## src/rtl/aha_tlx_pulse_sched_pkg.sv

```systemverilog
// rtl/aha_tlx_pulse_sched_pkg.sv - shared types and parameter helpers for the TLX pulse scheduler
package aha_tlx_pulse_sched_pkg;

  typedef enum logic [1:0] {
    ST_IDLE = 2'd0,
    ST_FIRE = 2'd1,
    ST_GAP  = 2'd2
  } state_t;

  localparam int MIN_REQ = 2;
  localparam int MAX_REQ = 16;

  function automatic int clog2(input int n);
    int r;
    r = 0;
    for (int v = n - 1; v > 0; v = v >> 1) begin
      r = r + 1;
    end
    return r;
  endfunction

  function automatic bit id_w_ok(input int num_req, input int id_w);
    return (num_req >= MIN_REQ) && (num_req <= MAX_REQ) && (id_w == clog2(num_req));
  endfunction

endpackage

```

## src/rtl/aha_tlx_pulse_sched_if.sv

```systemverilog
// rtl/aha_tlx_pulse_sched_if.sv - request/event bundle between requesters and the pulse scheduler
interface aha_tlx_pulse_sched_if
  import aha_tlx_pulse_sched_pkg::*;
#(
  parameter int NUM_REQ    = 4,
  parameter int ID_W       = clog2(NUM_REQ),
  parameter int DROP_CNT_W = 8
);

  logic                  ENABLE;
  logic [NUM_REQ-1:0]    REQ_PULSE;
  logic                  DROP_CLR;
  logic                  SYNC_EVENT;
  logic [ID_W-1:0]       SYNC_ID;
  logic                  SYNC_BUSY;
  logic [NUM_REQ-1:0]    PENDING;
  logic [NUM_REQ-1:0]    DROP_STICKY;
  logic [DROP_CNT_W-1:0] DROP_COUNT;

  modport master (
    output ENABLE, REQ_PULSE, DROP_CLR,
    input  SYNC_EVENT, SYNC_ID, SYNC_BUSY, PENDING, DROP_STICKY, DROP_COUNT
  );

  modport slave (
    input  ENABLE, REQ_PULSE, DROP_CLR,
    output SYNC_EVENT, SYNC_ID, SYNC_BUSY, PENDING, DROP_STICKY, DROP_COUNT
  );

endinterface

```

## src/rtl/aha_tlx_rr_pick.sv

```systemverilog
// rtl/aha_tlx_rr_pick.sv - round-robin pick of the first set request at or above the pointer
module aha_tlx_rr_pick
  import aha_tlx_pulse_sched_pkg::*;
#(
  parameter int NUM_REQ = 4,
  parameter int ID_W    = 2
) (
  input  logic [NUM_REQ-1:0] req_i,
  input  logic [ID_W-1:0]    ptr_i,
  output logic [ID_W-1:0]    grant_o,
  output logic               valid_o
);

  logic [ID_W:0] idx;

  // Walk offsets from farthest to nearest so the nearest pending index is the final winner.
  always_comb begin
    grant_o = '0;
    valid_o = 1'b0;
    idx     = '0;
    for (int k = NUM_REQ - 1; k >= 0; k--) begin
      idx = {1'b0, ptr_i} + (ID_W+1)'(k);
      if (idx >= (ID_W+1)'(NUM_REQ)) begin
        idx = idx - (ID_W+1)'(NUM_REQ);
      end
      if (req_i[idx[ID_W-1:0]]) begin
        grant_o = idx[ID_W-1:0];
        valid_o = 1'b1;
      end
    end
  end

endmodule

```

## src/rtl/aha_tlx_pulse_sched.sv

```systemverilog
// rtl/aha_tlx_pulse_sched.sv - serializes requester pulses onto one spaced TLX sync pulse with ID qualifier
module aha_tlx_pulse_sched
  import aha_tlx_pulse_sched_pkg::*;
#(
  parameter int NUM_REQ    = 4,
  parameter int ID_W       = 2,
  parameter int GAP_CYCLES = 8,
  parameter int DROP_CNT_W = 8
) (
  input  logic                  CLK,
  input  logic                  RESET,
  aha_tlx_pulse_sched_if.slave  bus
);

  localparam int CNT_W = clog2(GAP_CYCLES + 1);

  if (!id_w_ok(NUM_REQ, ID_W)) begin : g_bad_id_w
    $error("ID_W must equal clog2(NUM_REQ) with NUM_REQ in 2..16");
  end
  if (GAP_CYCLES < 1) begin : g_bad_gap
    $error("GAP_CYCLES must be at least 1");
  end

  state_t                state_q;
  logic                  evt_q;
  logic                  busy_q;
  logic [ID_W-1:0]       id_q;
  logic [ID_W-1:0]       ptr_q;
  logic [ID_W-1:0]       ptr_d;
  logic [CNT_W-1:0]      gap_q;
  logic [NUM_REQ-1:0]    pend_q;
  logic [NUM_REQ-1:0]    pend_d;
  logic [NUM_REQ-1:0]    sticky_q;
  logic [NUM_REQ-1:0]    sticky_d;
  logic [DROP_CNT_W-1:0] drop_cnt_q;
  logic [DROP_CNT_W-1:0] drop_cnt_d;

  logic [ID_W-1:0]       win_id;
  logic                  win_vld;
  logic                  arb_slot;
  logic                  fire_go;
  logic [NUM_REQ-1:0]    grant_mask;
  logic [NUM_REQ-1:0]    drop_vec;

  aha_tlx_rr_pick #(
    .NUM_REQ (NUM_REQ),
    .ID_W    (ID_W)
  ) u_pick (
    .req_i   (pend_q),
    .ptr_i   (ptr_q),
    .grant_o (win_id),
    .valid_o (win_vld)
  );

  // A grant can only be issued from IDLE or on the last GAP cycle, so pulses never come closer than 1+GAP_CYCLES.
  always_comb begin
    arb_slot = (state_q == ST_IDLE) || ((state_q == ST_GAP) && (gap_q == '0));
    fire_go  = arb_slot && bus.ENABLE && win_vld;
    grant_mask = '0;
    for (int i = 0; i < NUM_REQ; i++) begin
      grant_mask[i] = fire_go && (win_id == ID_W'(i));
    end
    ptr_d = (win_id == ID_W'(NUM_REQ - 1)) ? '0 : win_id + ID_W'(1);
  end

  // A pulse on the bit being granted this cycle re-arms it rather than counting as a drop.
  always_comb begin
    pend_d   = (pend_q & ~grant_mask) | bus.REQ_PULSE;
    drop_vec = bus.REQ_PULSE & pend_q & ~grant_mask;
    sticky_d = bus.DROP_CLR ? drop_vec : (sticky_q | drop_vec);
    if (|drop_vec) begin
      if (bus.DROP_CLR) begin
        drop_cnt_d = DROP_CNT_W'(1);
      end else if (&drop_cnt_q) begin
        drop_cnt_d = drop_cnt_q;
      end else begin
        drop_cnt_d = drop_cnt_q + DROP_CNT_W'(1);
      end
    end else begin
      drop_cnt_d = bus.DROP_CLR ? '0 : drop_cnt_q;
    end
  end

  always_ff @(posedge CLK or posedge RESET) begin
    if (RESET) begin
      state_q    <= ST_IDLE;
      evt_q      <= 1'b0;
      busy_q     <= 1'b0;
      id_q       <= '0;
      ptr_q      <= '0;
      gap_q      <= '0;
      pend_q     <= '0;
      sticky_q   <= '0;
      drop_cnt_q <= '0;
    end else begin
      pend_q     <= pend_d;
      sticky_q   <= sticky_d;
      drop_cnt_q <= drop_cnt_d;
      evt_q      <= fire_go;
      if (fire_go) begin
        id_q  <= win_id;
        ptr_q <= ptr_d;
      end
      case (state_q)
        ST_IDLE: begin
          if (fire_go) begin
            state_q <= ST_FIRE;
            busy_q  <= 1'b1;
          end
        end
        ST_FIRE: begin
          state_q <= ST_GAP;
          gap_q   <= CNT_W'(GAP_CYCLES - 1);
        end
        ST_GAP: begin
          if (gap_q != '0) begin
            gap_q <= gap_q - CNT_W'(1);
          end else if (fire_go) begin
            state_q <= ST_FIRE;
          end else begin
            state_q <= ST_IDLE;
            busy_q  <= 1'b0;
          end
        end
        default: begin
          state_q <= ST_IDLE;
          busy_q  <= 1'b0;
        end
      endcase
    end
  end

  assign bus.SYNC_EVENT  = evt_q;
  assign bus.SYNC_ID     = id_q;
  assign bus.SYNC_BUSY   = busy_q;
  assign bus.PENDING     = pend_q;
  assign bus.DROP_STICKY = sticky_q;
  assign bus.DROP_COUNT  = drop_cnt_q;

endmodule

```

## src/flat_wrapper.sv

```systemverilog
// flat-port wrapper written by rule: the top's interface ports become plain ports
module aha_tlx_pulse_sched_flat import aha_tlx_pulse_sched_pkg::*;
#(
  parameter int NUM_REQ    = 4,
  parameter int ID_W       = 2,
  parameter int GAP_CYCLES = 8,
  parameter int DROP_CNT_W = 8
)
  (CLK, RESET, bus_ENABLE, bus_REQ_PULSE, bus_DROP_CLR, bus_SYNC_EVENT, bus_SYNC_ID, bus_SYNC_BUSY, bus_PENDING, bus_DROP_STICKY, bus_DROP_COUNT);
  aha_tlx_pulse_sched_if #(.NUM_REQ(NUM_REQ), .ID_W(ID_W), .DROP_CNT_W(DROP_CNT_W)) bus_i ();
  input  logic CLK;
  input  logic RESET;
  input wire logic [$bits(bus_i.ENABLE)-1:0] bus_ENABLE;
  input wire logic [$bits(bus_i.REQ_PULSE)-1:0] bus_REQ_PULSE;
  input wire logic [$bits(bus_i.DROP_CLR)-1:0] bus_DROP_CLR;
  output wire logic [$bits(bus_i.SYNC_EVENT)-1:0] bus_SYNC_EVENT;
  output wire logic [$bits(bus_i.SYNC_ID)-1:0] bus_SYNC_ID;
  output wire logic [$bits(bus_i.SYNC_BUSY)-1:0] bus_SYNC_BUSY;
  output wire logic [$bits(bus_i.PENDING)-1:0] bus_PENDING;
  output wire logic [$bits(bus_i.DROP_STICKY)-1:0] bus_DROP_STICKY;
  output wire logic [$bits(bus_i.DROP_COUNT)-1:0] bus_DROP_COUNT;
  assign bus_i.ENABLE = bus_ENABLE;
  assign bus_i.REQ_PULSE = bus_REQ_PULSE;
  assign bus_i.DROP_CLR = bus_DROP_CLR;
  assign bus_SYNC_EVENT = bus_i.SYNC_EVENT;
  assign bus_SYNC_ID = bus_i.SYNC_ID;
  assign bus_SYNC_BUSY = bus_i.SYNC_BUSY;
  assign bus_PENDING = bus_i.PENDING;
  assign bus_DROP_STICKY = bus_i.DROP_STICKY;
  assign bus_DROP_COUNT = bus_i.DROP_COUNT;
  aha_tlx_pulse_sched #(.NUM_REQ(NUM_REQ), .ID_W(ID_W), .GAP_CYCLES(GAP_CYCLES), .DROP_CNT_W(DROP_CNT_W)) u_core (.CLK(CLK), .RESET(RESET), .bus(bus_i));
endmodule
```

## config.mk

```make
export PLATFORM = sky130hd
export DESIGN_NAME = aha_tlx_pulse_sched_flat
export DESIGN_NICKNAME = d
export VERILOG_FILES = /design/src/rtl/aha_tlx_pulse_sched_pkg.sv /design/src/rtl/aha_tlx_pulse_sched_if.sv /design/src/rtl/aha_tlx_rr_pick.sv /design/src/rtl/aha_tlx_pulse_sched.sv /design/src/flat_wrapper.sv
export SDC_FILE = /design/constraint.sdc
export NUM_CORES = 1
export LEC_CHECK = 0
export CAP_MARGIN = 5
export CELL_PAD_IN_SITES_DETAIL_PLACEMENT = 1
export CELL_PAD_IN_SITES_GLOBAL_PLACEMENT = 1
export CORE_UTILIZATION = 25
export CTS_BUF_LIST = sky130_fd_sc_hd__clkbuf_4 sky130_fd_sc_hd__clkbuf_8
export CTS_CLUSTER_SIZE = 10
export DETAILED_ROUTE_END_ITERATION = 12
export GPL_TIMING_DRIVEN = 0
export PLACE_DENSITY = 0.6
export SLEW_MARGIN = 20
export SYNTH_ARGS = -nofsm -noshare
export SYNTH_HDL_FRONTEND = slang
export SYNTH_SLANG_ARGS = --single-unit
```

## constraint.sdc

```tcl
create_clock -name CLK -period 7.3 [get_ports CLK]
set_input_delay 1.095 -clock CLK [delete_from_list [all_inputs] [get_ports CLK]]
set_output_delay 1.095 -clock CLK [all_outputs]
set_load 0.01 [all_outputs]
```

==> reports/qor.csv <==
stage,metric,value,unit
outcome,status,finished clean,
timing,count of pins over their slew limit,0,
die,Core Region,0.00610,mm^2
clock_tree,# hold bufs at CTS,0,
layout,"most common cell after layout, fill and taps aside",dfrtp_1,
yosys,number of synthesized flops with an enable pin,0,
global_routing,all-layer global routing usage,12.4,%
timing,final setup fails,0,
global_routing,global-route met3 utilization,1.76,%
routing,Routed Wire Length,3.74,mm
yosys,Syn Nets,177,
yosys,"FFs w/ async S/R, synth",100,%
clock_tree,Setup Buffers After CTS,0,
layout,ANT cells,0,
min_path,Hold Crit Class,reg2reg,
global_routing,most used routing layer,met2,
place,RePlAce Congestion,0.756,
yosys,sequential share of the synthesized area,43.3,%
setup_path,CP Launch Type,register,
clock_tree,CTS Buf Count,3,
yosys,Synth Warn #,0,
routing,Via density,4.81,
layout,"Design Area, Final",0.00204,mm^2
clock_tree,CTS sink cnt,28,
timing,Final min period,2950,ps
yosys,Mean Syn Cell Area,9.99,um^2
timing,Fin. Hold Viols,0,
routing,post-route ant nets,0,
routing,DRC,0,
power_and_ir_drop,Clock Power Share,14.8,%
setup_path,Setup Crit Path Kind,reg2reg,
yosys,post-synthesis cell count,162,
timing,Max Fclk,339,MHz
power_and_ir_drop,Max VDD drop,0.134,mV
setup_path,Critical Path Slowest Stage Cell,a311oi_1,
setup_path,Worst path max stage delay,490,ps
setup_path,crit-path cells,"buf_2, mux2i_1, nor2_1, a311oi_1, inv_1, ha_1, nand3b_1, o2111a_1, or2_2, buf_6, a21oi_2, mux2_4",
flow_run,Max Cap Viol,0,
clock_tree,"Reg clk slew, reported paths",100,ps
layout,Fillers,709,
timing,Sum Neg Setup Slack,0,ps
yosys,main flop type after synthesis,dfrtp_1,
layout,share of cells above drive strength 1,15.5,%
power_and_ir_drop,internal cell power,0.416,mW
timing,Least-Margin Pin Slew,631,ps
setup_path,Worst Path Required,7470,ps
place,placed instance area,0.00198,mm^2
clock_tree,"Clk Latency, worst-skew pair",280,ps
setup_path,crit-path max FO,10,
timing,post-route clock period utilization,40.4,%
die,die height,82.5,um
setup_path,Worst R2R Path Depth,12,
min_path,Hold Path Depth,1,
layout,Layout Nets,209,
die,I/O pin cnt,28,
clock_tree,CTS resizes,0,
die,FP Rows,28,
die,die area,0.00680,mm^2
die,Die W,82.5,um
global_routing,largest net degree at the start of global routing,29,
timing,Max transition margin,57.8,%
routing,initial drt markers,55,
yosys,Synth Cell Area,0.00162,mm^2
routing,first drt pass iteration count,4,
layout,most frequent cells in the layout,"dfrtp_1 (28), clkdlybuf4s50_1 (27), nand2_1 (14)",
power_and_ir_drop,leak pwr,0.874,nW
timing,RSZ-0062 raised after global routing,no,
place,dpl hpwl,2.76,mm
setup_path,CP arrival,3120,ps
global_routing,first-pass GRT wire length,6.31,mm
global_routing,met2 usage,18.5,%
power_and_ir_drop,combinational share of power,47.4,%
clock_tree,Max H-tree Level,1,
layout,final core occ,33.4,%
clock_tree,CTS tree,yes,
clock_tree,CTS max path bufs,2,
routing,drt wl/cell,13.9,um
power_and_ir_drop,pwr/cell area,328,mW/mm^2
setup_path,Critical Path Sink Type,register,
power_and_ir_drop,switching share of power,37.9,%
yosys,distinct cell type count after synthesis,43,
routing,via count of the routed design,1290,
layout,area grow syn2layout,25.9,%
clock_tree,Root Buffer Master,clkbuf_8,
yosys,Yosys reg bits,28,
die,Initial Utilization,26.6,%
global_routing,vias in the first global route,1297,
power_and_ir_drop,switching power,0.254,mW
global_routing,grt total ovfl,0,
global_routing,initial antenna violation count,0,
timing,clk_skew,2.86,ps
global_routing,GR Layer Usage met1,17.8,%
power_and_ir_drop,sequential share of power,37.8,%
place,Port Buffer Count,27,
cells by family after synthesis:
kind of cell             after synthesis  synth area share [%]
AO/OA/AOI/OAI                         42                  19.9
adder cells (fa/ha/maj)                7                  5.41
buffers and inverters                 19                  5.95
flip-flops                            28                  43.3
multiplexers                           9                  7.03
AND/OR/NAND/NOR                       57                  18.5
critical path: cells and delay by family, from the launching register on:
kind	cells	cell delay, ps
simple gates	3	520
compound gates	3	800
buf+inv	3	460
fa+ha+maj	1	220
flops	1	400
mux	2	460
final timing paths:
path,start,to,slack [ps]
max in group asynchronous,RESET,u_core.bus.SYNC_ID[1]$_DFFE_PP0P_,5680
min reg2reg,u_core.bus.SYNC_BUSY$_DFFE_PP0P_,u_core.bus.SYNC_BUSY$_DFFE_PP0P_,500
max reg2reg,u_core.bus.PENDING[0]$_DFF_PP0_,u_core.bus.DROP_COUNT[3]$_DFFE_PP0P_,4350
min,u_core.bus.SYNC_BUSY$_DFFE_PP0P_,u_core.bus.SYNC_BUSY$_DFFE_PP0P_,500
min in group asynchronous,RESET,u_core.bus.DROP_COUNT[7]$_DFFE_PP0P_,1210
max,u_core.bus.PENDING[0]$_DFF_PP0_,u_core.bus.DROP_COUNT[3]$_DFFE_PP0P_,4350
per-layer routing:
layer | wire length (um) | up-vias
met1 | 1910 | 630
li1 | - | 634
met3 | 89 | 5
met5 | 0 | -
met4 | 67 | 0
met2 | 1670 | 21
sequential cells by signal (all words and copies together), names as in the netlist:
signal / flops
u_core.bus.SYNC_BUSY: 1
u_core.bus.DROP_STICKY: 4
u_core.bus.SYNC_EVENT: 1
u_core.bus.PENDING: 4
u_core.bus.DROP_COUNT: 8
u_core.ptr_q: 2
u_core.state_q: 2
u_core.bus.SYNC_ID: 2
u_core.gap_q: 4
Yosys cell counts, drive strengths merged, types with 2 or more instances:
library cell,n,area share (%)
nand2b,2,0.77
nand3,4,1.2
and3,5,2.1
nor2,12,2.8
inv,11,2.6
a21oi,12,5.3
o21ai,9,2.8
mux2,7,5.8
o41a,2,1.5
nor3,4,1.2
mux2i,2,1.2
dfrtp,28,43
ha,7,5.4
nand2,14,3.2
a32o,5,3.1
nand3b,3,1.4
nor2b,5,1.9
clkbuf,2,0.46
a21o,4,1.9
o21a,2,0.93
buf,6,2.9
final cells by class:
cell class | count | area, um^2 | share of cell area, %
buffer | 8 | 55.1 | 2.70
inverter | 11 | 41.3 | 2.03
sequential | 28 | 701 | 34.4
tap | 75 | 93.8 | 4.60
timing repair buffer | 27 | 270 | 13.3
multi-input combinational | 115 | 822 | 40.3
clock buffer | 4 | 55.1 | 2.70
through the flow:
step	std cells	hold WS, ps	power, mW	worst slack (ps)
finish	268	499	0.669	4350
global route	268	523	0.733	4110
CTS	268	511	0.684	4310
detailed placement	264	486	0.581	4220
global placement	264	481	0.576	4230
floorplan	162	486	0.461	4590
power by group through the flow:
| stage | clock network [mW] | registers [mW] | logic [mW] |
|---|---|---|---|
| 2_1_floorplan | 0 | 0.260 | 0.201 |
| 3_3_place_gp | 0 | 0.258 | 0.318 |
| 3_5_place_dp | 0 | 0.258 | 0.323 |
| 4_1_cts | 0.105 | 0.255 | 0.324 |
| 5_1_grt | 0.111 | 0.263 | 0.360 |
| 6_report | 0.0988 | 0.253 | 0.317 |
No activity file was read; power rests on OpenSTA's default activity.
